File: src/rtl/prv_trap_pkg.sv
// Shared types for the machine-mode trap controller.
// Holds the cause codes, FSM states, mtvec mode encoding and a width helper.
package prv_trap_pkg;

    typedef enum logic [4:0] {
        EXC_MAL_INSN   = 5'd0,
        EXC_FAULT_INSN = 5'd1,
        EXC_ILLEGAL    = 5'd2,
        EXC_BREAK      = 5'd3,
        EXC_MAL_L      = 5'd4,
        EXC_FAULT_L    = 5'd5,
        EXC_MAL_S      = 5'd6,
        EXC_FAULT_S    = 5'd7,
        EXC_ENV_M      = 5'd11
    } exc_cause_e;

    typedef enum logic [4:0] {
        IRQ_MSI = 5'd3,
        IRQ_MTI = 5'd7,
        IRQ_MEI = 5'd11
    } irq_cause_e;

    typedef enum logic {
        IDLE   = 1'b0,
        INSERT = 1'b1
    } trap_state_t;

    localparam logic [1:0] MTVEC_MODE_VECTORED = 2'b01;

    // A single extension still needs a 1-bit index port.
    function automatic int cause_w(input int n);
        return (n > 1) ? $clog2(n) : 1;
    endfunction

endpackage

File: src/rtl/prv_trap_if.sv
// Pipeline <-> priv trap handshake: requests from the hazard side,
// redirect strobe/target and interrupt-pending flag back to it.
interface prv_trap_if
    import prv_trap_pkg::*;
#(
    parameter int NUM_EXTENSIONS = 2
);
    localparam int CW = cause_w(NUM_EXTENSIONS);

    logic          pipe_clear;
    logic          ret;
    logic          mal_insn;
    logic          fault_insn;
    logic          illegal_insn;
    logic          breakpoint;
    logic          env_m;
    logic          mal_l;
    logic          mal_s;
    logic          fault_l;
    logic          fault_s;
    logic          ex_rmgmt;
    logic [CW-1:0] ex_rmgmt_cause;
    logic [31:0]   epc;
    logic [31:0]   badaddr;
    logic          insert_pc;
    logic [31:0]   priv_pc;
    logic          intr;

    modport master (
        output pipe_clear, ret, mal_insn, fault_insn, illegal_insn,
               breakpoint, env_m, mal_l, mal_s, fault_l, fault_s,
               ex_rmgmt, ex_rmgmt_cause, epc, badaddr,
        input  insert_pc, priv_pc, intr
    );

    modport slave (
        input  pipe_clear, ret, mal_insn, fault_insn, illegal_insn,
               breakpoint, env_m, mal_l, mal_s, fault_l, fault_s,
               ex_rmgmt, ex_rmgmt_cause, epc, badaddr,
        output insert_pc, priv_pc, intr
    );

endinterface

File: src/rtl/prv_trap_prio.sv
// Combinational trap priority encoder: exceptions first, then enabled
// interrupts MEI > MSI > MTI. Outputs valid, is_intr and the 5-bit code.
module prv_trap_prio
    import prv_trap_pkg::*;
#(
    parameter int NUM_EXTENSIONS   = 2,
    parameter int RMGMT_CAUSE_BASE = 24,
    localparam int CW = cause_w(NUM_EXTENSIONS)
) (
    input  logic          mal_insn,
    input  logic          fault_insn,
    input  logic          illegal_insn,
    input  logic          breakpoint,
    input  logic          env_m,
    input  logic          mal_l,
    input  logic          mal_s,
    input  logic          fault_l,
    input  logic          fault_s,
    input  logic          ex_rmgmt,
    input  logic [CW-1:0] rmgmt_cause,
    input  logic [2:0]    irq_vec,
    output logic          valid,
    output logic          is_intr,
    output logic [4:0]    code
);

    always_comb begin
        valid   = 1'b1;
        is_intr = 1'b0;
        code    = EXC_MAL_INSN;
        if (mal_insn)          code = EXC_MAL_INSN;
        else if (fault_insn)   code = EXC_FAULT_INSN;
        else if (illegal_insn) code = EXC_ILLEGAL;
        else if (breakpoint)   code = EXC_BREAK;
        else if (env_m)        code = EXC_ENV_M;
        else if (mal_l)        code = EXC_MAL_L;
        else if (mal_s)        code = EXC_MAL_S;
        else if (fault_l)      code = EXC_FAULT_L;
        else if (fault_s)      code = EXC_FAULT_S;
        else if (ex_rmgmt)
            code = 5'(RMGMT_CAUSE_BASE) + 5'(rmgmt_cause);
        else if (irq_vec[2]) begin
            is_intr = 1'b1;
            code    = IRQ_MEI;
        end else if (irq_vec[0]) begin
            is_intr = 1'b1;
            code    = IRQ_MSI;
        end else if (irq_vec[1]) begin
            is_intr = 1'b1;
            code    = IRQ_MTI;
        end else begin
            valid = 1'b0;
        end
    end

endmodule

File: src/rtl/prv_trap_ctrl.sv
// Machine trap controller: takes exceptions, interrupts and mret, updates
// mepc/mcause/mtval/mstatus and pulses insert_pc with the redirect target.
module prv_trap_ctrl
    import prv_trap_pkg::*;
#(
    parameter int NUM_EXTENSIONS   = 2,
    parameter int RMGMT_CAUSE_BASE = 24
) (
    input  logic        CLK,
    input  logic        RST,
    prv_trap_if.slave   bus,
    input  logic [31:0] mtvec,
    input  logic [2:0]  irq_pend,
    input  logic [2:0]  irq_en,
    input  logic        csr_mie_we,
    input  logic        csr_mie_wdata,
    output logic [31:0] mepc,
    output logic [31:0] mcause,
    output logic [31:0] mtval,
    output logic        mstatus_mie,
    output logic        mstatus_mpie
);

    trap_state_t state_q, state_d;
    logic        insert_pc_q, insert_pc_d;
    logic [31:0] priv_pc_q, priv_pc_d;
    logic [31:0] mepc_q, mepc_d;
    logic [31:0] mcause_q, mcause_d;
    logic [31:0] mtval_q, mtval_d;
    logic        mie_q, mie_d;
    logic        mpie_q, mpie_d;

    logic [2:0]  irq_vec;
    logic        p_valid;
    logic        p_intr;
    logic [4:0]  p_code;
    logic        take_exc;
    logic        take_irq;
    logic        tval_sel;
    logic [31:0] base;

    assign irq_vec = {3{mie_q}} & irq_pend & irq_en;
    assign bus.intr = |irq_vec;

    prv_trap_prio #(
        .NUM_EXTENSIONS   (NUM_EXTENSIONS),
        .RMGMT_CAUSE_BASE (RMGMT_CAUSE_BASE)
    ) u_prio (
        .mal_insn     (bus.mal_insn),
        .fault_insn   (bus.fault_insn),
        .illegal_insn (bus.illegal_insn),
        .breakpoint   (bus.breakpoint),
        .env_m        (bus.env_m),
        .mal_l        (bus.mal_l),
        .mal_s        (bus.mal_s),
        .fault_l      (bus.fault_l),
        .fault_s      (bus.fault_s),
        .ex_rmgmt     (bus.ex_rmgmt),
        .rmgmt_cause  (bus.ex_rmgmt_cause),
        .irq_vec      (irq_vec),
        .valid        (p_valid),
        .is_intr      (p_intr),
        .code         (p_code)
    );

    assign take_exc = p_valid & ~p_intr;
    assign take_irq = p_valid & p_intr & bus.pipe_clear;
    assign base     = {mtvec[31:2], 2'b00};

    // Only address/instruction faults report badaddr; ecall and
    // extension exceptions write zero.
    assign tval_sel = (p_code != EXC_ENV_M) &
                      |{bus.mal_insn, bus.fault_insn, bus.illegal_insn,
                        bus.breakpoint, bus.mal_l, bus.mal_s,
                        bus.fault_l, bus.fault_s};

    always_comb begin
        state_d     = state_q;
        insert_pc_d = 1'b0;
        priv_pc_d   = priv_pc_q;
        mepc_d      = mepc_q;
        mcause_d    = mcause_q;
        mtval_d     = mtval_q;
        mie_d       = mie_q;
        mpie_d      = mpie_q;
        unique case (state_q)
            IDLE: begin
                if (take_exc) begin
                    mepc_d      = bus.epc;
                    mcause_d    = {27'd0, p_code};
                    mtval_d     = tval_sel ? bus.badaddr : 32'd0;
                    mpie_d      = mie_q;
                    mie_d       = 1'b0;
                    priv_pc_d   = base;
                    insert_pc_d = 1'b1;
                    state_d     = INSERT;
                end else if (take_irq) begin
                    mepc_d      = bus.epc;
                    mcause_d    = {1'b1, 26'd0, p_code};
                    mtval_d     = 32'd0;
                    mpie_d      = mie_q;
                    mie_d       = 1'b0;
                    if (mtvec[1:0] == MTVEC_MODE_VECTORED)
                        priv_pc_d = base + {25'd0, p_code, 2'b00};
                    else
                        priv_pc_d = base;
                    insert_pc_d = 1'b1;
                    state_d     = INSERT;
                end else if (bus.ret) begin
                    mie_d       = mpie_q;
                    mpie_d      = 1'b1;
                    priv_pc_d   = mepc_q;
                    insert_pc_d = 1'b1;
                    state_d     = INSERT;
                end else if (csr_mie_we) begin
                    mie_d = csr_mie_wdata;
                end
            end
            INSERT: begin
                state_d = IDLE;
            end
        endcase
    end

    always_ff @(posedge CLK) begin
        if (RST) begin
            state_q     <= IDLE;
            insert_pc_q <= 1'b0;
            priv_pc_q   <= 32'd0;
            mepc_q      <= 32'd0;
            mcause_q    <= 32'd0;
            mtval_q     <= 32'd0;
            mie_q       <= 1'b0;
            mpie_q      <= 1'b1;
        end else begin
            state_q     <= state_d;
            insert_pc_q <= insert_pc_d;
            priv_pc_q   <= priv_pc_d;
            mepc_q      <= mepc_d;
            mcause_q    <= mcause_d;
            mtval_q     <= mtval_d;
            mie_q       <= mie_d;
            mpie_q      <= mpie_d;
        end
    end

    assign bus.insert_pc = insert_pc_q;
    assign bus.priv_pc   = priv_pc_q;
    assign mepc          = mepc_q;
    assign mcause        = mcause_q;
    assign mtval         = mtval_q;
    assign mstatus_mie   = mie_q;
    assign mstatus_mpie  = mpie_q;

endmodule
File: src/flat_wrapper.sv
// flat-port wrapper written by rule: the top's interface ports become plain ports
module prv_trap_ctrl_flat import prv_trap_pkg::*;
#(
    parameter int NUM_EXTENSIONS   = 2,
    parameter int RMGMT_CAUSE_BASE = 24
)
  (CLK, RST, mtvec, irq_pend, irq_en, csr_mie_we, csr_mie_wdata, mepc, mcause, mtval, mstatus_mie, mstatus_mpie, bus_pipe_clear, bus_ret, bus_mal_insn, bus_fault_insn, bus_illegal_insn, bus_breakpoint, bus_env_m, bus_mal_l, bus_mal_s, bus_fault_l, bus_fault_s, bus_ex_rmgmt, bus_ex_rmgmt_cause, bus_epc, bus_badaddr, bus_insert_pc, bus_priv_pc, bus_intr);
  prv_trap_if #(.NUM_EXTENSIONS(NUM_EXTENSIONS)) bus_i ();
  input  logic CLK;
  input  logic RST;
  input  logic [31:0] mtvec;
  input  logic [2:0] irq_pend;
  input  logic [2:0] irq_en;
  input  logic csr_mie_we;
  input  logic csr_mie_wdata;
  output logic [31:0] mepc;
  output logic [31:0] mcause;
  output logic [31:0] mtval;
  output logic mstatus_mie;
  output logic mstatus_mpie;
  input wire logic [$bits(bus_i.pipe_clear)-1:0] bus_pipe_clear;
  input wire logic [$bits(bus_i.ret)-1:0] bus_ret;
  input wire logic [$bits(bus_i.mal_insn)-1:0] bus_mal_insn;
  input wire logic [$bits(bus_i.fault_insn)-1:0] bus_fault_insn;
  input wire logic [$bits(bus_i.illegal_insn)-1:0] bus_illegal_insn;
  input wire logic [$bits(bus_i.breakpoint)-1:0] bus_breakpoint;
  input wire logic [$bits(bus_i.env_m)-1:0] bus_env_m;
  input wire logic [$bits(bus_i.mal_l)-1:0] bus_mal_l;
  input wire logic [$bits(bus_i.mal_s)-1:0] bus_mal_s;
  input wire logic [$bits(bus_i.fault_l)-1:0] bus_fault_l;
  input wire logic [$bits(bus_i.fault_s)-1:0] bus_fault_s;
  input wire logic [$bits(bus_i.ex_rmgmt)-1:0] bus_ex_rmgmt;
  input wire logic [$bits(bus_i.ex_rmgmt_cause)-1:0] bus_ex_rmgmt_cause;
  input wire logic [$bits(bus_i.epc)-1:0] bus_epc;
  input wire logic [$bits(bus_i.badaddr)-1:0] bus_badaddr;
  output wire logic [$bits(bus_i.insert_pc)-1:0] bus_insert_pc;
  output wire logic [$bits(bus_i.priv_pc)-1:0] bus_priv_pc;
  output wire logic [$bits(bus_i.intr)-1:0] bus_intr;
  assign bus_i.pipe_clear = bus_pipe_clear;
  assign bus_i.ret = bus_ret;
  assign bus_i.mal_insn = bus_mal_insn;
  assign bus_i.fault_insn = bus_fault_insn;
  assign bus_i.illegal_insn = bus_illegal_insn;
  assign bus_i.breakpoint = bus_breakpoint;
  assign bus_i.env_m = bus_env_m;
  assign bus_i.mal_l = bus_mal_l;
  assign bus_i.mal_s = bus_mal_s;
  assign bus_i.fault_l = bus_fault_l;
  assign bus_i.fault_s = bus_fault_s;
  assign bus_i.ex_rmgmt = bus_ex_rmgmt;
  assign bus_i.ex_rmgmt_cause = bus_ex_rmgmt_cause;
  assign bus_i.epc = bus_epc;
  assign bus_i.badaddr = bus_badaddr;
  assign bus_insert_pc = bus_i.insert_pc;
  assign bus_priv_pc = bus_i.priv_pc;
  assign bus_intr = bus_i.intr;
  prv_trap_ctrl #(.NUM_EXTENSIONS(NUM_EXTENSIONS), .RMGMT_CAUSE_BASE(RMGMT_CAUSE_BASE)) u_core (.CLK(CLK), .RST(RST), .bus(bus_i), .mtvec(mtvec), .irq_pend(irq_pend), .irq_en(irq_en), .csr_mie_we(csr_mie_we), .csr_mie_wdata(csr_mie_wdata), .mepc(mepc), .mcause(mcause), .mtval(mtval), .mstatus_mie(mstatus_mie), .mstatus_mpie(mstatus_mpie));
endmodule
File: config.mk
export PLATFORM = sky130hd
export DESIGN_NAME = prv_trap_ctrl_flat
export DESIGN_NICKNAME = d
export VERILOG_FILES = /design/src/rtl/prv_trap_pkg.sv /design/src/rtl/prv_trap_if.sv /design/src/rtl/prv_trap_prio.sv /design/src/rtl/prv_trap_ctrl.sv /design/src/flat_wrapper.sv
export SDC_FILE = /design/constraint.sdc
export NUM_CORES = 1
export LEC_CHECK = 0
export CAP_MARGIN = 20
export CELL_PAD_IN_SITES_DETAIL_PLACEMENT = 0
export CELL_PAD_IN_SITES_GLOBAL_PLACEMENT = 2
export CORE_MARGIN = 2
export CORE_UTILIZATION = 20
export CTS_CLUSTER_SIZE = 25
export DETAILED_ROUTE_END_ITERATION = 10
export PLACE_DENSITY_LB_ADDON = 0.1
export SLEW_MARGIN = 20
export SYNTH_ARGS = -nofsm -noshare
export SYNTH_HDL_FRONTEND = slang
export SYNTH_HIERARCHICAL = 1
export SYNTH_SLANG_ARGS = --single-unit
File: constraint.sdc
create_clock -name CLK -period 3.55 [get_ports CLK]
set_clock_uncertainty 0.05 [all_clocks]
set_input_delay 0.5325 -clock CLK [delete_from_list [all_inputs] [get_ports CLK]]
set_output_delay 0.5325 -clock CLK [all_outputs]
set_load 0.005 [all_outputs]
==> results of run 1 <==
[cell usage in the layout, fill, tap and decap left out, types with 4 or more instances in the layout]
cell             instances
o22ai_1                 14
conb_1                  26
nor3_1                  12
nor4b_1                  4
o31a_1                  12
nand3_1                 14
nor2_1                  46
clkbuf_16                9
and3_1                   4
a221oi_1                 7
nor4_1                  16
o221ai_1                 8
nand2_1                 99
nand4_1                  5
dfxtp_1                104
dlymetal6s2s_1           6
xnor2_1                 10
a22o_1                   4
o211ai_1                 5
or3_1                    7
o21ai_0                 23
a21oi_1                 74
buf_12                   5
inv_1                   12
a22oi_1                 33
clkdlybuf4s50_1        217
a31oi_1                  6
or4_1                    7
buf_4                   79
nand2b_1                 4
[registers in the layout, indices dropped and copies added (netlist names)]
signal,cells
u_core/bus.priv_pc,32
u_core/mepc,32
u_core/mtval,32
u_core/mcause,6
u_core/mstatus_mie,1
u_core/mstatus_mpie,1
u_core/state_q,1
[power by group]
group | internal [mW] | switching, mW | total, mW
clock network | 0.521 | 0.527 | 1.05
logic | 0.387 | 0.288 | 0.675
registers | 1.26 | 0.0664 | 1.32
total | 2.16 | 0.881 | 3.05
[timing repair]
action / 4_1_cts / 5_1_grt
cloned: 0 / 0
pin swaps: 4 / 18
setup buffers: 1 / 5
resized for setup: 6 / 18
endpoints found under the setup margin: 11 / 12
[worst min path at each step]
stage                                                   from                            endpoint  slack [ns]
final                     u_core/bus.priv_pc[1]$_SDFFE_PP0P_  u_core/bus.priv_pc[1]$_SDFFE_PP0P_        0.41
after global routing           u_core/mcause[2]$_SDFFE_PP0P_       u_core/mcause[2]$_SDFFE_PP0P_        0.43
after CTS                 u_core/bus.priv_pc[3]$_SDFFE_PP0P_  u_core/bus.priv_pc[3]$_SDFFE_PP0P_        0.41
after detailed placement  u_core/bus.priv_pc[3]$_SDFFE_PP0P_  u_core/bus.priv_pc[3]$_SDFFE_PP0P_        0.40
after global placement    u_core/bus.priv_pc[1]$_SDFFE_PP0P_  u_core/bus.priv_pc[1]$_SDFFE_PP0P_        0.39
after floorplan           u_core/bus.priv_pc[0]$_SDFFE_PP0P_  u_core/bus.priv_pc[0]$_SDFFE_PP0P_        0.40
[final cells by class]
type | count | area [sq um] | share of cell area, %
antenna | 1 | 2.50 | 0.0282
clock buffer | 10 | 239 | 2.69
clock inverter | 6 | 70.1 | 0.789
inverter | 13 | 48.8 | 0.549
multi-input combinational | 506 | 3040 | 34.2
sequential | 105 | 2100 | 23.7
tap | 341 | 427 | 4.80
timing repair buffer | 308 | 2950 | 33.2
[through the flow]
step | TNS (ns) | util (%)
2_1_floorplan | 0 | -
5_1_grt | -0.00987 | 33.2
4_1_cts | 0 | 32.9
6_report | 0 | 33.2
3_3_place_gp | -7.03 | 31.6
3_5_place_dp | -7.82 | 31.6
[critical path: stages]
cell             delay [ns]
clkdlybuf4s50_1        0.44
buf_4                  0.16
nor4_4                 0.30
a21oi_2                0.12
nor4b_4                0.34
ha_2                   0.29
o21ai_2                0.09
o21ba_4                0.24
or4_4                  0.56
buf_6                  0.13
or3_1                  0.33
a31oi_1                0.14
[cell families (layout without fill, tap and decap cells)]
logic type,after synthesis,after routing
AND/OR/NAND/NOR,248,248
AO/OA/AOI/OAI,213,213
flip-flops,105,105
buffers and inverters,87,337
XOR/XNOR,12,12
adder cells (fa/ha/maj),6,6
other,1,27
multiplexers,1,1
[metal layers]
layer  vias to the layer above  GRT usage [%]  wire length (um)
met3                        21           5.24              1770
met2                       199           27.2             11200
met5                         -              0                 0
met1                      2871           21.0             10800
met4                         0           3.94               356
li1                       2963              -                 -
==> metrics.cfg, run 1 <==
[outcome]
outcome=finished, final reports clean

[min_path]
hp-class=register to register
min_path_cells=2

[global_routing]
grt-ovfl-total=0
track_usage_pct=16.5
antenna_found_initial=1
grt_pass1_vias=5994
grt_max_degree=72
grt_pass1_wl_um=35800

[pwr]
leakagePower_nw=3.41
power_density_nw_per_um2=343
ir_drop_uv=231
totalPowerFinal_mw=3.05

[critical_path]
start_kind=input port
critPathMaxFanout=4
critPathLaunch=bus_fault_s
r2r_start=u_core/mstatus_mie$_SDFFE_PP0P_
rrSetupSlack_ns=0.20
reg2regPathDepth=13
crit_end=u_core/bus.priv_pc[20]$_SDFFE_PP0P_
r2r_end=u_core/bus.priv_pc[12]$_SDFFE_PP0P_
endpoint_kind=register
crit_type=input port to register
cp.arrival_ns=3.68
critPathRequiredTime_ns=3.79

[placement]
io_buffers=224
hpwl_um=18700
dp_cells=1268
placed_area_sq_um=8440
gp_congestion=0.826
post-place-ws_ns=-0.567

[layout]
nets=1068
synthToLayoutAreaGrowth_pct=64.7
fillers=2817
finalInstanceArea_sq_um=8880
drive_gt1_share_pct=13.9
fin_cells=1290

[synthesis]
synth_ff_type=dfxtp_1
synth_xor_area_share_pct=1.95
synth_common_cells=105 x dfxtp_1, 99 x nand2_1, 76 x a21oi_1, 47 x nor2_1, 45 x clkbuf_1
syn_area_per_cell_sq_um=8.01
synthAdderAreaFrac_pct=1.53
synthTopCellsByArea=dfxtp_1 39%, a21oi_1 7.1%, nand2_1 6.9%
ys_warn_count=6
muxShareOfSynthArea_pct=0.186
synth_edf_count=0
synth_seq_cells=105
synth_compound_area_share_pct=25.9
synth_largest_area_cell=dfxtp_1
synth_top_area_share_pct=39.0
syn_inst=673
synth.most_common_cell=dfxtp_1
synth_top_family_by_area=compound AO/OA/AOI/OAI gates
ys_seq_area_share_pct=39.0
ys_async_sr_fraction_pct=0
synthDistinctLibCells=68
synth_area_sq_um=5390
synth-simple-area-share_pct=23.4

[floorplan]
num_rows=60
core_area_sq_um=26700
io-pin-count=251
die_h_um=168
die-area_sq_um=28300
start_util_pct=20.2
die_w_um=168

[detailed_routing]
routed_wirelength_um=24100
antenna_left=0
drc=0
drtPass1Iterations=5
vias=6054
initialDrtViolationCount=379
vias_per_cell=4.69
post_drt_wl_per_cell_um=18.7

[clock_tree]
cts_max_level=3
cts_buffers=9
cts_buffer_depth=2
postCtsHoldBufs=0
clkTransAtPathRegs_ns=0.08
clk_latency_ns=0.36
clkSinkCount=105
cts_tree=yes
clock_tree.root_cell=clkbuf_16

[timing]
fin_crit_sh_pct=97.0
hold_viol_final=0
period_needed_ns=3.44
slew_violations=0
relSlewSlack_pct=40.6
achievable-frequency_mhz=290
finalWorstSetupSlack_ns=0.107
hold_slack_ns=0.407
worstMarginPinSlew_ns=0.888
setup_violations=0

[flow_run]
maxCapViolCount=0

Power figures use the tool's default switching activity.
==> run 2: changes to the inputs <==
--- a/config.mk
+++ b/config.mk
@@ -5,7 +5,6 @@
 export SDC_FILE = /design/constraint.sdc
 export NUM_CORES = 1
 export LEC_CHECK = 0
-export CAP_MARGIN = 20
 export CELL_PAD_IN_SITES_DETAIL_PLACEMENT = 0
 export CELL_PAD_IN_SITES_GLOBAL_PLACEMENT = 2
 export CORE_MARGIN = 2
@@ -13,6 +12,7 @@
 export CTS_CLUSTER_SIZE = 25
 export DETAILED_ROUTE_END_ITERATION = 10
 export PLACE_DENSITY_LB_ADDON = 0.1
+export SETUP_SLACK_MARGIN = 0.4
 export SLEW_MARGIN = 20
 export SYNTH_ARGS = -nofsm -noshare
 export SYNTH_HDL_FRONTEND = slang
==> metrics.cfg, run 2 (synthesis results as in run 1) <==
[critical_path]
reg2regPathDepth=12
max_stage_delay_ns=0.52
endpoint_kind=register
critPathRequiredTime_ns=3.76
crit_type=register to register
crit_chain=and3_4 -> or4_4 -> o211ai_1 -> a221oi_2 -> ha_2 -> fa_2 -> a211oi_2 -> o21ba_4 -> buf_12 -> nor4b_4 -> xnor2_1 -> a221oi_1
critPathSlowestCell=or4_4
start_kind=register
cp.arrival_ns=3.49
critPathMaxFanout=5
rrSetupSlack_ns=0.28

[timing]
relSlewSlack_pct=36.2
finalSetupTns_ns=0
fin_crit_sh_pct=92.2
worstMarginPinSlew_ns=0.955
hold_viol_final=0
period_needed_ns=3.27
slew_violations=0
setup_violations=0
rsz0062_at_grt=yes
achievable-frequency_mhz=305

[min_path]
min_path_cells=2
hp-class=register to register

[placement]
hpwl_um=18200
gp_congestion=0.811
io_buffers=224

[floorplan]
die_h_um=168
num_rows=60
die_w_um=168
io-pin-count=251
start_util_pct=20.2
die-area_sq_um=28300
core_area_sq_um=26700

[pwr]
power_density_nw_per_um2=348
ir_drop_uv=254
leakagePower_nw=3.39

[layout]
synthToLayoutAreaGrowth_pct=65.8
antenna_cells=0
fillers=2836
drive_gt1_share_pct=15.0
layout_commonest_cell=clkdlybuf4s50_1
mostFrequentLayoutCells=212 x clkdlybuf4s50_1, 104 x dfxtp_1, 99 x nand2_1, 75 x buf_4, 71 x a21oi_1
finish.utilization_pct=33.5
nets=1066

[global_routing]
grt-ovfl-total=0
grt_max_degree=58
grt_pass1_wl_um=36700
grt_use_met2_pct=27.5
grt_most_used_layer=met2
grt_use_met1_pct=21.5
grtUsageMet3_pct=5.43
antenna_found_initial=0
track_usage_pct=16.8
grt_pass1_vias=6166

[detailed_routing]
drtPass1Iterations=5
drc=0
vias=6126
post_drt_wl_per_cell_um=18.8
routed_wirelength_um=24200
antenna_left=0
vias_per_cell=4.76
initialDrtViolationCount=317

[flow_run]
maxCapViolCount=0

[clock_tree]
clock_tree.root_cell=clkbuf_16
clkTransAtPathRegs_ns=0.08
cts_tree=yes
clk_latency_ns=0.36
cts_buffers=9
cts_buffer_depth=2
cts_max_level=3
postCtsHoldBufs=0
clkSinkCount=105

[outcome]
outcome=finished, final reports clean

run 2: cell types whose count changed in the layout (fill, tap and decap cells not counted), moves of 3 or more:
cell and delta:
a21oi_2 +3, dlygate4sd2_1 +7, clkdlybuf4s50_1 -5, dlymetal6s2s_1 -6
o21ai_0 -4, a21oi_1 -3, buf_6 +3, buf_4 -4
o21ai_1 +5, clkdlybuf4s15_1 +4
run 2: power breakdown:
part / total (mW) / switching [mW] / internal (mW)
combinational: 0.674 / 0.294 / 0.380
clock: 1.12 / 0.537 / 0.586
sequential: 1.32 / 0.0632 / 1.26
run 2: final timing paths:
path / startpoint / to
setup / recovery: u_core/mstatus_mie$_SDFFE_PP0P_ / u_core/bus.priv_pc[30]$_SDFFE_PP0P_
hold reg to reg: u_core/mcause[1]$_SDFFE_PP0P_ / u_core/mcause[1]$_SDFFE_PP0P_
hold / removal: u_core/mcause[1]$_SDFFE_PP0P_ / u_core/mcause[1]$_SDFFE_PP0P_
setup reg to reg: u_core/mstatus_mie$_SDFFE_PP0P_ / u_core/bus.priv_pc[30]$_SDFFE_PP0P_
run 2: through the flow:
stage	instance area (sq um)	worst slack, ns	hold WS (ns)	total power [mW]	std cells
final	8940	0.277	0.417	3.12	1287
after global routing	8940	0.177	0.429	3.27	1287
after CTS	8850	0.304	0.416	3.16	1284
after detailed placement	8380	-0.350	0.401	2.01	1259
after global placement	8380	-0.291	0.392	2.00	1259
after floorplan	5510	0.410	0.398	1.58	698
run 2: timing repair:
item,in CTS,in global routing
setup buffers,9,3
gates resized for setup,36,15
pin swaps,25,17
setup endpoints to repair,25,29
run 2: metal layers:
layer / up-vias / part of all wire [%]
li1: 2963 / -
met1: 2931 / 44
met2: 217 / 47
met3: 15 / 7.6
met4: 0 / 1.2
met5: - / 0
run 2: layout make-up:
type                    count  area [sq um]  share of cell area [%]
clock buffers              10           239                    2.67
multi-input cells         506          3130                    35.0
flip-flops and latches    105          2110                    23.5
well taps                 341           427                    4.77
clock inverters             6          83.8                   0.937
inverters                  13          48.8                   0.546
repair buffers            306          2910                    32.6
run 2: critical path: cells and delay by family (launching register included):
family,cells,cell delay (ns)
XOR/XNOR,1,0.14
adder cells (fa/ha/maj),2,0.60
buffers and inverters,1,0.12
flip-flops,1,0.37
AND/OR/NAND/NOR,3,0.71
AO/OA/AOI/OAI,5,1.17
